## config.mk

```make
export PLATFORM = sky130hd
export DESIGN_NAME = seq_divider_64
export DESIGN_NICKNAME = d
export VERILOG_FILES = /design/src/rtl/seq_divider_64.sv
export SDC_FILE = /design/constraint.sdc
export NUM_CORES = 1
export LEC_CHECK = 0
export ABC_CLOCK_PERIOD_IN_PS = 4019
export CAP_MARGIN = 20
export CORE_MARGIN = 4
export CORE_UTILIZATION = 49
export DETAILED_ROUTE_END_ITERATION = 6
export GPL_TIMING_DRIVEN = 0
export PLACE_DENSITY = 0.74
export SYNTH_ARGS = -nofsm -noshare
export SYNTH_HDL_FRONTEND = slang
export SYNTH_SLANG_ARGS = --single-unit
```

## constraint.sdc

```tcl
create_clock -name clk -period 4.02 [get_ports clk]
set_clock_uncertainty 0.15 [all_clocks]
set_input_delay 0.804 -clock clk [delete_from_list [all_inputs] [get_ports clk]]
set_output_delay 0.804 -clock clk [all_outputs]
set_load 0.01 [all_outputs]
```

## src/rtl/seq_divider_64.sv

```systemverilog
// rtl/seq_divider_64.sv - sequential 64-bit restoring divider, signed/unsigned
//
// Ports:
//   clk          single clock, rising edge
//   rst_n        synchronous active-low reset
//   start        request, sampled only in IDLE (ignored while done is high)
//   is_signed    1 = two's-complement divide, 0 = unsigned
//   dividend     numerator, captured with start
//   divisor      denominator, captured with start
//   busy         high from the accepting edge until done
//   done         single-cycle pulse, results valid
//   quotient     result quotient (held until the next FIX)
//   remainder    result remainder (held until the next FIX)
//   div_by_zero  divisor was zero (held with results)
module seq_divider_64 #(
    parameter int WIDTH = 64
) (
    input  logic             clk,
    input  logic             rst_n,
    input  logic             start,
    input  logic             is_signed,
    input  logic [WIDTH-1:0] dividend,
    input  logic [WIDTH-1:0] divisor,
    output logic             busy,
    output logic             done,
    output logic [WIDTH-1:0] quotient,
    output logic [WIDTH-1:0] remainder,
    output logic             div_by_zero
);

    typedef enum logic [1:0] {
        IDLE   = 2'd0,
        DIVIDE = 2'd1,
        FIX    = 2'd2,
        DONE   = 2'd3
    } state_t;

    localparam logic [5:0] CNT_LAST = 6'(WIDTH - 1);

    state_t           state;
    logic [5:0]       cnt;
    // a_reg shifts dividend bits out of the top while quotient bits enter at
    // the bottom; after the last iteration it holds the unsigned quotient.
    logic [WIDTH-1:0] a_reg;
    logic [WIDTH-1:0] rem;
    logic [WIDTH-1:0] dvs;
    logic             neg_q;
    logic             neg_r;
    logic             dz;

    logic [WIDTH:0]   partial;
    logic [WIDTH:0]   diff;
    logic             fits;

    // Partial remainder can reach 65 bits; after a successful subtract the
    // result is always below the divisor, so it fits back in 64 bits.
    always_comb begin
        partial = {rem, a_reg[WIDTH-1]};
        diff    = partial - {1'b0, dvs};
        fits    = (partial >= {1'b0, dvs});
    end

    always_ff @(posedge clk) begin
        if (!rst_n) begin
            state       <= IDLE;
            busy        <= 1'b0;
            done        <= 1'b0;
            quotient    <= '0;
            remainder   <= '0;
            div_by_zero <= 1'b0;
            cnt         <= '0;
            a_reg       <= '0;
            rem         <= '0;
            dvs         <= '0;
            neg_q       <= 1'b0;
            neg_r       <= 1'b0;
            dz          <= 1'b0;
        end else begin
            done <= 1'b0;
            case (state)
                IDLE: begin
                    // A start coinciding with the done pulse is not taken.
                    if (start && !done) begin
                        busy  <= 1'b1;
                        cnt   <= '0;
                        rem   <= '0;
                        neg_q <= is_signed & (dividend[WIDTH-1] ^ divisor[WIDTH-1]);
                        neg_r <= is_signed & dividend[WIDTH-1];
                        dvs   <= (is_signed && divisor[WIDTH-1]) ? -divisor : divisor;
                        if (divisor == '0) begin
                            // Keep the raw dividend: it is returned unmodified.
                            dz    <= 1'b1;
                            a_reg <= dividend;
                            state <= FIX;
                        end else begin
                            dz    <= 1'b0;
                            a_reg <= (is_signed && dividend[WIDTH-1]) ? -dividend : dividend;
                            state <= DIVIDE;
                        end
                    end
                end
                DIVIDE: begin
                    rem   <= fits ? diff[WIDTH-1:0] : partial[WIDTH-1:0];
                    a_reg <= {a_reg[WIDTH-2:0], fits};
                    cnt   <= cnt + 6'd1;
                    if (cnt == CNT_LAST) begin
                        state <= FIX;
                    end
                end
                FIX: begin
                    if (dz) begin
                        quotient  <= '1;
                        remainder <= a_reg;
                    end else begin
                        quotient  <= neg_q ? -a_reg : a_reg;
                        remainder <= neg_r ? -rem : rem;
                    end
                    div_by_zero <= dz;
                    state       <= DONE;
                end
                DONE: begin
                    done  <= 1'b1;
                    busy  <= 1'b0;
                    state <= IDLE;
                end
                default: state <= IDLE;
            endcase
        end
    end

endmodule

```

==> flow_summary.yaml <==
status:
  status: "finished clean"
critical_path:
  startpoint_type: "input port"
  arrival_ns: 4.24
  path_cells: "clkdlybuf4s50_1 > or4_4 > or3_4 > nor2_4 > nand2_4 > nor4_4 > buf_4 > buf_6 > a31oi_4 > buf_6 > buf_12 > o31ai_2 > xor2_1 > o22ai_1"
  crit_path_end_kind: "register"
  crit_top_cell: "buf_6"
  crit_type: "input port to register"
  critPathMaxFanout: 10
  slowest_delay_ns: 0.58
  worstPathRequired_ns: 4.31
  crit_slowest_cell: "or4_4"
place:
  place_hpwl_mm: 67.26
  placed_area_um2: 25290
  place_congestion: 1.001
  numPortBuffers: 262
routing:
  wire_per_inst_um: 22.23
  wl_mm: 84.33
  num_vias: 22960
  viasPerCell: 6.053
  ant_nets: 0
  dr.pass1.iters: 7
  initialDrtViolationCount: 2274
  drcViolationCount: 0
grt:
  grt_first_pass_wirelength_mm: 125.9
  grt_start_max_net_pins: 14
  grt_antenna_before_repair: 1
  grtUsageTotal_pct: 33.35
  first_global_vias: 21950
  grt_overflow_total: 0
clock_network:
  cts.sinks: 334
  cts_tree: "built"
  htreeDepth: 2
  cts.hold.buffers_added: 0
  cts_buffers: 38
  cts_buffer_depth: 3
  clock_latency_ns: 0.58
  cts-root-buf: "clkbuf_16"
  path_clk_slew_ns: 0.06
yosys:
  yosysTopAreaCellShare_pct: 30.51
  synth_ff_type: "dfxtp_1"
  async_reset_ff_share_pct: 0
  syn_area_um2: 21910
  synth_area_leaders: "dfxtp_1 (31%), xor2_1 (8.5%), o21ai_0 (7.1%)"
  ys_ff_latch: 334
  synth_edf_count: 0
  yosysSeqAreaShare_pct: 30.51
  synth_warnings: 0
  avgSynthCellArea_um2: 7.687
  syn_inst: 2851
  syn_nets: 3058
  synth_top_area_cell: "dfxtp_1"
  post_synth_num_cell_types: 70
die:
  die_area_um2: 48170
  boundaryPins: 263
  die_h_um: 219.5
  core_um2: 44220
  initial_core_util_pct: 49.56
  fp.dieW_um: 219.5
  row_count: 77
timing:
  tns_ns: 0
  timing.final.crit_share_pct: 98.24
  tightest_slew_ns: 1.066
  slew_viol_final: 0
  fin_crit_ns: 3.949
  holdWs_ns: 0.3195
  fmax_ghz: 0.2532
  rsz0062_at_grt: "true"
  setup_viol: 0
  slew_headroom_pct: 28.70
  hold_viol: 0
pwr:
  power_leakage_uw: 0.01025
  cellPowerDensity_nw_per_um2: 520.7
  ir_drop_mv: 0.3620
  finalPower_uw: 14130
cells_and_area:
  antenna_cells: 0
  multiInputGateArea_um2: 14390
  drive_above_1_share_pct: 5.779
  final_area_um2: 27140
  register_area_um2: 6691
  n_fill_cell: 4020
  layout_common_cells: "dfxtp_1 (330), o21ai_0 (307), clkdlybuf4s50_1 (258)"
  area_growth_pct: 23.83
  final_common_cell: "dfxtp_1"
  nets: 3381
worst_hold_path:
  hold_path.class: "register to register"
run:
  maxCapViolations: 0
## critical path, delay by kind of cell
family / cells / cell delay, ns
simple gates: 5 / 1.57
buf+inv: 5 / 1.15
compound gates: 3 / 0.34
xor+xnor: 1 / 0.34
## path summary, 6_finish.rpt
check            endpoint  depth (start not counted)  slack [ns]        from
max             a_reg[32]                         14        0.07  divisor[6]
min                dvs[0]                          2        0.32      dvs[0]
max reg2reg  quotient[59]                         10        0.16    a_reg[6]
min reg2reg        dvs[0]                          2        0.32      dvs[0]
## layout make-up
type,count,area share [%]
Multi-Input combinational cell,2207,53.04
Sequential cell,334,24.66
Timing Repair Buffer,285,10.38
Clock buffer,50,3.933
Buffer,206,3.154
Tap cell,592,2.729
Inverter,102,1.411
Clock inverter,17,0.7008
## synthesized netlist by cell type, drive strengths merged (7+ instances only)
cell type	instances
dfxtp	334
o21ai	313
nor2	247
nand2	246
a21oi	243
xor2	212
clkbuf	194
inv	102
xnor2	92
ha	74
mux2i	69
a211oi	67
o31ai	66
o22ai	55
or3	50
a22oi	44
or4	39
nand4	38
o41ai	38
nor3	31
nand3	29
nor4	28
o211ai	26
nand2b	20
and3	19
a21o	16
buf	15
o21bai	15
a32oi	13
a31oi	12
or2	12
nor2b	11
o21a	10
and2	8
a22o	7
nand3b	7
## per-layer routing
metal | share of wire (%) | track usage [%] | wire, um | vias to the layer above
met5 | 0.013 | 0 | 11 | -
met4 | 5.4 | 16.01 | 4588 | 2
met3 | 7.7 | 4.109 | 6477 | 215
met2 | 46 | 55.58 | 38490 | 1069
met1 | 41 | 42.91 | 34770 | 10710
li1 | - | - | - | 10960
## metrics by stage
stage / cells / setup WS [ns] / utilization, %
detailed placement: 3706 / -1.324 / 57.18
finish: 3793 / 0.07089 / 61.37
floorplan: 2851 / 0.06422 / -
CTS: 3790 / 0.004043 / 60.84
global route: 3793 / -0.01321 / 61.37
global placement: 3705 / -1.294 / 57.16
## cell families after synthesis
kind of cell    Yosys count  share of synthesized area (%)
simple gates            796                          17.44
compound gates          962                          26.94
mux                      69                          3.152
fa+ha+maj                75                          4.316
buf+inv                 311                          5.492
flops                   334                          30.51
xor+xnor                304                          12.15
## report_power, final
group / internal (uW) / switching [uW] / leakage [uW]
Combinational: 2250 / 3790 / 0.00691
Sequential: 3950 / 571 / 0.00272
Clock: 2080 / 1490 / 0.000622
## what timing repair did
item	in CTS	in global routing
resized for setup	56	53
pin swaps	16	19
endpoints found under the setup margin	137	125
setup buffers	16	5
cloned	1	1
endpoints found under the hold margin	0	0
(Power assumes the default switching activity.)
